===== src/rtl/pwm_timer_core.sv =====
// Free-running single-channel PWM: period 2^BITS clocks, output high while the
// counter exceeds a threshold that is only re-sampled at the period wrap.
module pwm_timer_core #(
    parameter int BITS = 8
) (
    input  logic            clk,
    input  logic            reset,
    input  logic [BITS-1:0] threshold,
    output logic            pwm_pulse
);

    localparam logic [BITS-1:0] MAX_CNT = '1;

    logic [BITS-1:0] r_cnt;
    logic [BITS-1:0] r_thr_act;
    logic            r_pwm;
    logic            w_wrap;

    assign w_wrap = (r_cnt == MAX_CNT);

    // Reset drives the output high so the active-low LED stays dark.
    always_ff @(posedge clk) begin
        if (reset) begin
            r_cnt     <= '0;
            r_thr_act <= threshold;
            r_pwm     <= 1'b1;
        end else begin
            r_cnt <= r_cnt + 1'b1;
            r_pwm <= (r_cnt > r_thr_act);
            if (w_wrap) begin
                r_thr_act <= threshold;
            end
        end
    end

    assign pwm_pulse = r_pwm;

endmodule


===== config.mk =====
export PLATFORM = sky130hd
export DESIGN_NAME = pwm_timer_core
export DESIGN_NICKNAME = d
export VERILOG_FILES = /design/src/rtl/pwm_timer_core.sv
export SDC_FILE = /design/constraint.sdc
export NUM_CORES = 1
export LEC_CHECK = 0
export ABC_AREA = 1
export BUFFER_PORTS_ARGS = -buffer_cell sky130_fd_sc_hd__clkbuf_2
export CAP_MARGIN = 20
export CORE_MARGIN = 3
export CORE_UTILIZATION = 57
export CTS_BUF_LIST = sky130_fd_sc_hd__clkbuf_8
export DETAILED_ROUTE_END_ITERATION = 16
export GPL_TIMING_DRIVEN = 0
export PLACE_DENSITY = 0.81
export SLEW_MARGIN = 20
export SYNTH_ARGS = -nofsm -noshare
export SYNTH_HDL_FRONTEND = slang
export SYNTH_SLANG_ARGS = --single-unit

===== constraint.sdc =====
create_clock -name clk -period 2.1 [get_ports clk]
set_input_delay 0 -clock clk [delete_from_list [all_inputs] [get_ports clk]]
set_output_delay 0 -clock clk [all_outputs]
set_load 0.005 [all_outputs]

==> key figures, run 1 <==
Placed design
  • Placer Congestion: 0.781
  • Detailed placement HPWL: 979 um
  • Cell Count Post-Placement: about 110
  • I/O Buffers: 10
  • Dpl cell area: 877 um^2

Logic synthesis
  • Sequential fraction of the synthesis area: 0.519
  • Synth Register Bits: 17
  • Yosys warns: 0
  • Post-Synthesis Cells: 88
  • Syn avg cell area: 9.20 um^2
  • Synth cell types: 16
  • Synth Cell Area: 810 um^2
  • Post-synthesis net count: 107

Drt
  • Vias/cell: 5.54
  • 1st-iter DRT viols: 36
  • Routed wire per std cell: 15.4 um
  • Remaining DRCs: 0
  • Total number of vias: 693
  • Drt pass-1 iters: 4
  • Final ANT Viol Nets: 0
  • Routed WL: 1.92 mm

Finish
  • Nets: 131
  • Final cell count without fillers: 125
  • Cell area after layout: 1010 um^2
  • Area Overhead vs Synth: 25.0%
  • Diodes inserted: 0
  • Layout cells sized above 1: 0.153

STA
  • Hold_ws: 464 ps
  • Count of final hold-check violations: 0
  • Final Skew: 2.49 ps
  • Max-slew violations: 0
  • Max_slew headroom: 0.777
  • RSZ-0062 raised after global routing: no
  • Crit share post-route: 0.793
  • Slew @ Worst Pin: 333 ps
  • Final setup violation count: 0
  • Min Tclk post-route: approximately 1700 ps
  • Max Fclk: 0.600 GHz
  • Setup TNS: 0 ps

Clock tree
  • Post-CTS sizing: 0
  • Post-CTS setup buffer count: 0
  • Clock slew at reported path FFs: 60 ps
  • TritonCTS clock tree: done
  • CTS root buf: clkbuf_8
  • Cts bufs inserted: 3
  • Cts hold-fix bufs: 9
  • Total clock sinks: 17
  • Max clock buf depth: 2
  • H-tree depth: 1
  • Clk Latency, worst-skew pair: 250 ps

Worst setup path
  • CP Class: flop to flop
  • Cell family with most CP delay: simple AND/OR/NAND/NOR gates
  • Crit Path Max Fanout: 8
  • Crit-path max cell delay: approximately 390 ps
  • Reg2Reg Capture Point: r_thr_act[6]$_DFFE_PP_
  • FF-to-FF setup slack: 430 ps
  • Crit path launch type: flop
  • Critical path's slowest cell: dfxtp_1
  • Critical R2R Launch: r_cnt[0]$_SDFF_PP0_
  • Worst-path cell chain: ha_1, nand3_2, nor2_2, nand2_1, nor2_2, nand2_1, nand2_1
  • CP arrival: between 1500 and 2000 ps
  • Crit path required time: about 2000 ps
  • Most frequent CP cell: nand2_1
  • FF-to-FF path depth: 7
  • CP bufs+invs: 0
  • Critical Path End Type: flop

Power and ir drop
  • Combinational share of power: 0.105
  • Int Pwr: 527 uW
  • LEAKAGE: 0.000494 uW
  • Power per cell area: 673 nW/um^2
  • Sequential Power Share: 0.545
  • Total power: 681 uW
  • Sw Pwr: 155 uW
  • Sw Ratio: 0.227
  • Clk network pwr share: 0.350
  • Worst IR Drop VDD: 566 uV

Run status
  • Outcome: finished clean

Global route
  • Antenna violations before repair: 0
  • Grt ovf: 0
  • Largest net degree at the start of global routing: 10
  • Number of global-route vias before repair: 721
  • Global-route wire length before repair: 3.22 mm
  • Gr usage total: 0.241

Worst hold path
  • Hold endpoint: r_thr_act[6]$_DFFE_PP_
  • HP Start: threshold[6]
  • HP Class: input pin to flop
  • Worst hold stages: 2

Floorplanning
  • Die area: 1910 um^2
  • Die Y: 43.7 um
  • IO Pins: 11
  • Die width: 43.7 um
  • Row cnt: 12
  • Initial Util: 0.666
  • Core area: 1220 um^2

Run
  • MaxCap Viol Count: 0
## worst max path at each step
stage | startpoint | depth (start not counted) | end | slack (ps)
global route | r_cnt[0]$_SDFF_PP0_ | 7 | r_thr_act[6]$_DFFE_PP_ | 270
CTS | r_cnt[0]$_SDFF_PP0_ | 7 | r_thr_act[6]$_DFFE_PP_ | 490
floorplan | r_cnt[0]$_SDFF_PP0_ | 7 | r_thr_act[0]$_DFFE_PP_ | 650
detailed placement | r_cnt[0]$_SDFF_PP0_ | 7 | r_thr_act[3]$_DFFE_PP_ | 490
global placement | r_cnt[0]$_SDFF_PP0_ | 7 | r_thr_act[2]$_DFFE_PP_ | 530
finish | r_cnt[0]$_SDFF_PP0_ | 7 | r_thr_act[6]$_DFFE_PP_ | 430
## metal layers
layer	wire length (um)	vias to the layer above	global-route usage
li1	-	332	-
met1	739	309	0.254
met2	979	43	0.424
met3	131	9	0.0664
met4	72	0	0.133
met5	0	-	0
## kinds of logic (layout without fill, tap and decap cells)
kind of cell	count (synthesis)	after routing	share of synthesized area
DFF	17	17	0.519
xor gates and xnor gates	1	1	0.0108
buffers and inverters	17	40	0.0788
adders and majority gates	9	9	0.139
AOI/OAI and AO/OA	10	10	0.0665
and+or+nand+nor	34	34	0.185
## power groups by stage
stage / clock network (uW) / logic, uW / registers (uW)
after floorplan: 0 / 31.5 / 376
after global placement: 0 / 44.5 / 377
after detailed placement: 0 / 49.3 / 378
after CTS: 236 / 62.9 / 371
after global routing: 254 / 79.7 / 372
final: 238 / 71.4 / 372
## synth_stat cells, drive strengths merged
| library cell | count | area (um^2) |
|---|---|---|
| dfxtp | 9 | 180 |
| nand2 | 17 | 63.8 |
| ha | 9 | 113 |
| nand3 | 3 | 20.0 |
| a21oi | 6 | 30.0 |
| nor2 | 11 | 48.8 |
| xnor2 | 1 | 8.76 |
| a21o | 1 | 7.51 |
| inv | 17 | 63.8 |
| o21ai | 2 | 10.0 |
| a31oi | 1 | 6.26 |
| edfxtp | 8 | 240 |
| nand4 | 2 | 12.5 |
| nor3 | 1 | 5.00 |
## through the flow
| step | setup slack [ps] | utilization |
|---|---|---|
| floorplan | 652 | - |
| global placement | 526 | 0.721 |
| detailed placement | 491 | 0.721 |
| CTS | 486 | 0.832 |
| global route | 272 | 0.832 |
| finish | 435 | 0.832 |
## registers in the layout, summed over array words and instances, names as in the netlist
name,cells
r_cnt,8
pwm_pulse,1
r_thr_act,8
## area by class of cell
cell class / count / area (um^2)
Timing Repair Buffer: 19 / 140
Clock inverter: 1 / 3.75
Clock buffer: 3 / 41.3
Multi-Input combinational cell: 54 / 325
Tap cell: 14 / 17.5
Inverter: 17 / 63.8
Sequential cell: 17 / 420
Fill cell: 71 / 204
## worst register-to-register path, cell delays in order, from the launching register on
cell     delay [ps]
dfxtp_1         390
ha_1            220
nand3_2         100
nor2_2          110
nand2_1          70
nor2_2          100
nand2_1          70
nand2_1         270
## cell usage in the layout, fill, tap and decap left out, drive strengths merged
| master | instances |
|---|---|
| edfxtp | 8 |
| a21o | 1 |
| ha | 9 |
| nand2 | 17 |
| o21ai | 2 |
| nand3 | 3 |
| dfxtp | 9 |
| inv | 18 |
| a31oi | 1 |
| nand4 | 2 |
| xnor2 | 1 |
| dlygate4sd3 | 9 |
| clkbuf | 13 |
| nor3 | 1 |
| a21oi | 6 |
| nor2 | 11 |
Note: power is estimated with default switching activity, not from simulation.
==> run 2: changes to the inputs <==
--- a/config.mk
+++ b/config.mk
@@ -9,11 +9,11 @@
 export BUFFER_PORTS_ARGS = -buffer_cell sky130_fd_sc_hd__clkbuf_2
 export CAP_MARGIN = 20
 export CORE_MARGIN = 3
-export CORE_UTILIZATION = 57
+export CORE_UTILIZATION = 52
 export CTS_BUF_LIST = sky130_fd_sc_hd__clkbuf_8
 export DETAILED_ROUTE_END_ITERATION = 16
 export GPL_TIMING_DRIVEN = 0
-export PLACE_DENSITY = 0.81
+export PLACE_DENSITY = 0.78
 export SLEW_MARGIN = 20
 export SYNTH_ARGS = -nofsm -noshare
 export SYNTH_HDL_FRONTEND = slang
==> constraint.sdc (replaced) <==
create_clock -name clk -period 1.5 [get_ports clk]
set_input_delay 0 -clock clk [delete_from_list [all_inputs] [get_ports clk]]
set_output_delay 0 -clock clk [all_outputs]
set_load 0.005 [all_outputs]
==> run 2 against run 1 <==
  * Critical path type unchanged
  * First-iteration DRC count down 81%
  * Highest routed layer unchanged
  * Largest power group unchanged
  * Worst setup slack got worse by 360 ps
  * Non-clock buffer count up 2
  * Hold slack improved by 4.7 ps
  * Sequential power increased by 40%
  * Total power increased by 39%
  * Via count down 8.4%
  * Cell count rose by 2.4%
==> key figures, run 2 (synthesis gave the netlist of run 1 again) <==
Run status
  • Outcome: finished clean

STA
  • Final Skew: 6.82 ps (+4.34 ps)
  • Crit share post-route: 0.951 (+0.158)
  • Hold_ws: 468 ps (+4.69 ps)
  • Min Tclk post-route: 1430 ps (-239 ps)
  • Count of final hold-check violations: 0 (unchanged)
  • Max_slew headroom: 0.838 (+0.0600)
  • Max Fclk: 0.701 GHz (+17%)
  • Post-route worst setup slack: 73.5 ps (-361 ps)
  • Max-slew violations: 0 (unchanged)
  • RSZ-0062 raised after global routing: no
  • Slew @ Worst Pin: 243 ps (-89.5 ps)
  • Final setup violation count: 0 (unchanged)

Floorplanning
  • Core area: 1380 um^2 (+14%)
  • Initial Util: 0.586 (-0.0801)
  • Row cnt: 13 (+1)
  • Die width: 45.5 um (+4.1%)
  • IO Pins: 11 (unchanged)
  • Die Y: 45.5 um (+4.1%)
  • Die area: 2070 um^2 (+8.3%)

Global route
  • Number of global-route vias before repair: 609 (-16%)
  • Grt ovf: 0 (unchanged)
  • Global-route wire length before repair: 2.55 mm (-21%)
  • Antenna violations before repair: 0 (unchanged)
  • Largest net degree at the start of global routing: 10 (unchanged)
  • Gr usage total: 0.183 (-0.0577)

Worst setup path
  • CP Class: flop to flop
  • CP bufs+invs: 0 (unchanged)
  • Cell family with most CP delay: simple AND/OR/NAND/NOR gates
  • Critical Path End Type: flop
  • Crit Path Max Fanout: 8 (unchanged)
  • FF-to-FF setup slack: 70 ps (-360 ps)
  • Critical path's slowest cell: dfxtp_4
  • Crit path required time: 1460 ps (-560 ps)
  • Crit path from: r_cnt[0]$_SDFF_PP0_
  • Critical R2R Launch: r_cnt[0]$_SDFF_PP0_
  • Crit. path cell count: 7 (unchanged)
  • Worst-path cell chain: ha_4, nand3_4, nor2_4, nand2_1, nor2_2, nand2_2, nand2_4
  • Worst Setup EP: r_thr_act[1]$_DFFE_PP_
  • Crit-path max cell delay: 380 ps (about the same)
  • FF-to-FF path depth: 7 (unchanged)
  • Reg2Reg Capture Point: r_thr_act[1]$_DFFE_PP_
  • Crit path launch type: flop
  • CP arrival: 1380 ps (-210 ps)

Worst hold path
  • HP Start: r_cnt[0]$_SDFF_PP0_
  • HP Class: flop to flop

Clock tree
  • CTS root buf: clkbuf_8
  • H-tree depth: 1 (unchanged)
  • Clk Latency, worst-skew pair: 250 ps (about the same)
  • Cts bufs inserted: 3 (unchanged)
  • Clock slew at reported path FFs: 60 ps (about the same)
  • Total clock sinks: 17 (unchanged)
  • Max clock buf depth: 2 (unchanged)
  • TritonCTS clock tree: done

Finish
  • Diodes inserted: 0 (unchanged)
  • Area Overhead vs Synth: 32.3%
  • Layout cells sized above 1: 0.212 (+0.0592)
  • Nets: 133 (+1.5%)
  • Commonest non-fill, non-tap cell in the layout: inv_1
  • Layout fillers: 84 (+18%)
  • Commonest cells after routing, fill and taps aside: inv_1 (18), nand2_1 (15), clkbuf_2 (10), dlygate4sd3_1 (9)

Power and ir drop
  • LEAKAGE: 0.000506 uW (+2.5%)
  • Sw Ratio: 0.216 (-0.0114)
  • Sequential Power Share: 0.552 (+0.007)
  • Total power: 946 uW (+39%)
  • Power per cell area: 883 nW/um^2 (+31%)
  • Worst IR Drop VDD: 712 uV (+26%)
  • Int Pwr: 742 uW (+41%)
  • Clk network pwr share: 0.345 (-0.005)
  • Combinational share of power: 0.103 (-0.002)
  • Sw Pwr: 204 uW (+32%)

Drt
  • Routed WL: 1.60 mm (-17%)
  • Drt pass-1 iters: 3 (-1)
  • 1st-iter DRT viols: 7 (-81%)
  • Final ANT Viol Nets: 0 (unchanged)
  • Remaining DRCs: 0 (unchanged)
  • Vias/cell: 4.96 (-11%)
  • Routed wire per std cell: 12.5 um (-19%)
  • Total number of vias: 635 (-8.4%)

Placed design
  • Placer Congestion: 0.794 (+1.7%)
  • I/O Buffers: 10 (unchanged)
  • Placement Setup Slack: -127 ps (-618 ps)
  • Detailed placement HPWL: 974 um (-0.50%)

Run
  • MaxCap Viol Count: 0 (unchanged)
==> run 2: changes by cell type in the layout (fill, tap and decap cells not counted), moves of 2 or more <==
cell     delta
buf_4       +2
dfxtp_1     -2
nand2_1     -2
dfxtp_4     +2
==> run 2: per-layer routing <==
layer  GRT usage  share of wire
met5           0              0
met4      0.0702          0.014
met3      0.0711          0.054
met2       0.343           0.56
met1       0.174           0.37
==> run 2: metrics by stage <==
step                       util  TNS (ps)  cell area [um^2]  instances
final                     0.775         0              1070        128
after global routing      0.775         0              1070        128
after CTS                 0.741         0              1020        126
after detailed placement  0.635     -1020               878        113
after global placement    0.635      -591               878        113
after floorplan               -         0               810         88
==> run 2: final cells by class <==
| class | count | area, um^2 | share of cell area |
|---|---|---|---|
| Clock inverter | 1 | 3.75 | 0.00350 |
| Multi-Input combinational cell | 54 | 360 | 0.336 |
| Timing Repair Buffer | 21 | 155 | 0.145 |
| Tap cell | 15 | 18.8 | 0.0175 |
| Sequential cell | 17 | 428 | 0.400 |
| Inverter | 17 | 63.8 | 0.0596 |
| Clock buffer | 3 | 41.3 | 0.0386 |
==> run 2: worst min-delay path by stage <==
| stage | endpoint | slack, ps | cells past startpoint |
|---|---|---|---|
| 3_3_place_gp | r_thr_act[6]$_DFFE_PP_ | 180 | 1 |
| 6_report | r_cnt[0]$_SDFF_PP0_ | 470 | 1 |
| 2_1_floorplan | r_cnt[0]$_SDFF_PP0_ | 70 | 1 |
| 4_1_cts | r_cnt[0]$_SDFF_PP0_ | 440 | 1 |
| 3_5_place_dp | r_thr_act[3]$_DFFE_PP_ | 180 | 1 |
| 5_1_grt | r_thr_act[1]$_DFFE_PP_ | 480 | 2 |
==> run 2: power groups by stage <==
| stage | sequential (uW) | clock (uW) | combinational [uW] |
|---|---|---|---|
| 2_1_floorplan | 526 | 0 | 44.1 |
| 3_3_place_gp | 528 | 0 | 63.1 |
| 3_5_place_dp | 529 | 0 | 67.3 |
| 4_1_cts | 519 | 333 | 86.9 |
| 5_1_grt | 524 | 357 | 111 |
| 6_report | 522 | 326 | 97.4 |
==> run 2: repair_timing <==
action | in CTS | in global routing
hold endpoints to repair | 12 | 0
buffers inserted | 0 | 2
setup endpoints to repair | 8 | 8
pin swaps | 0 | 3
hold buffers | 9 | 0
gates resized for setup | 4 | 7
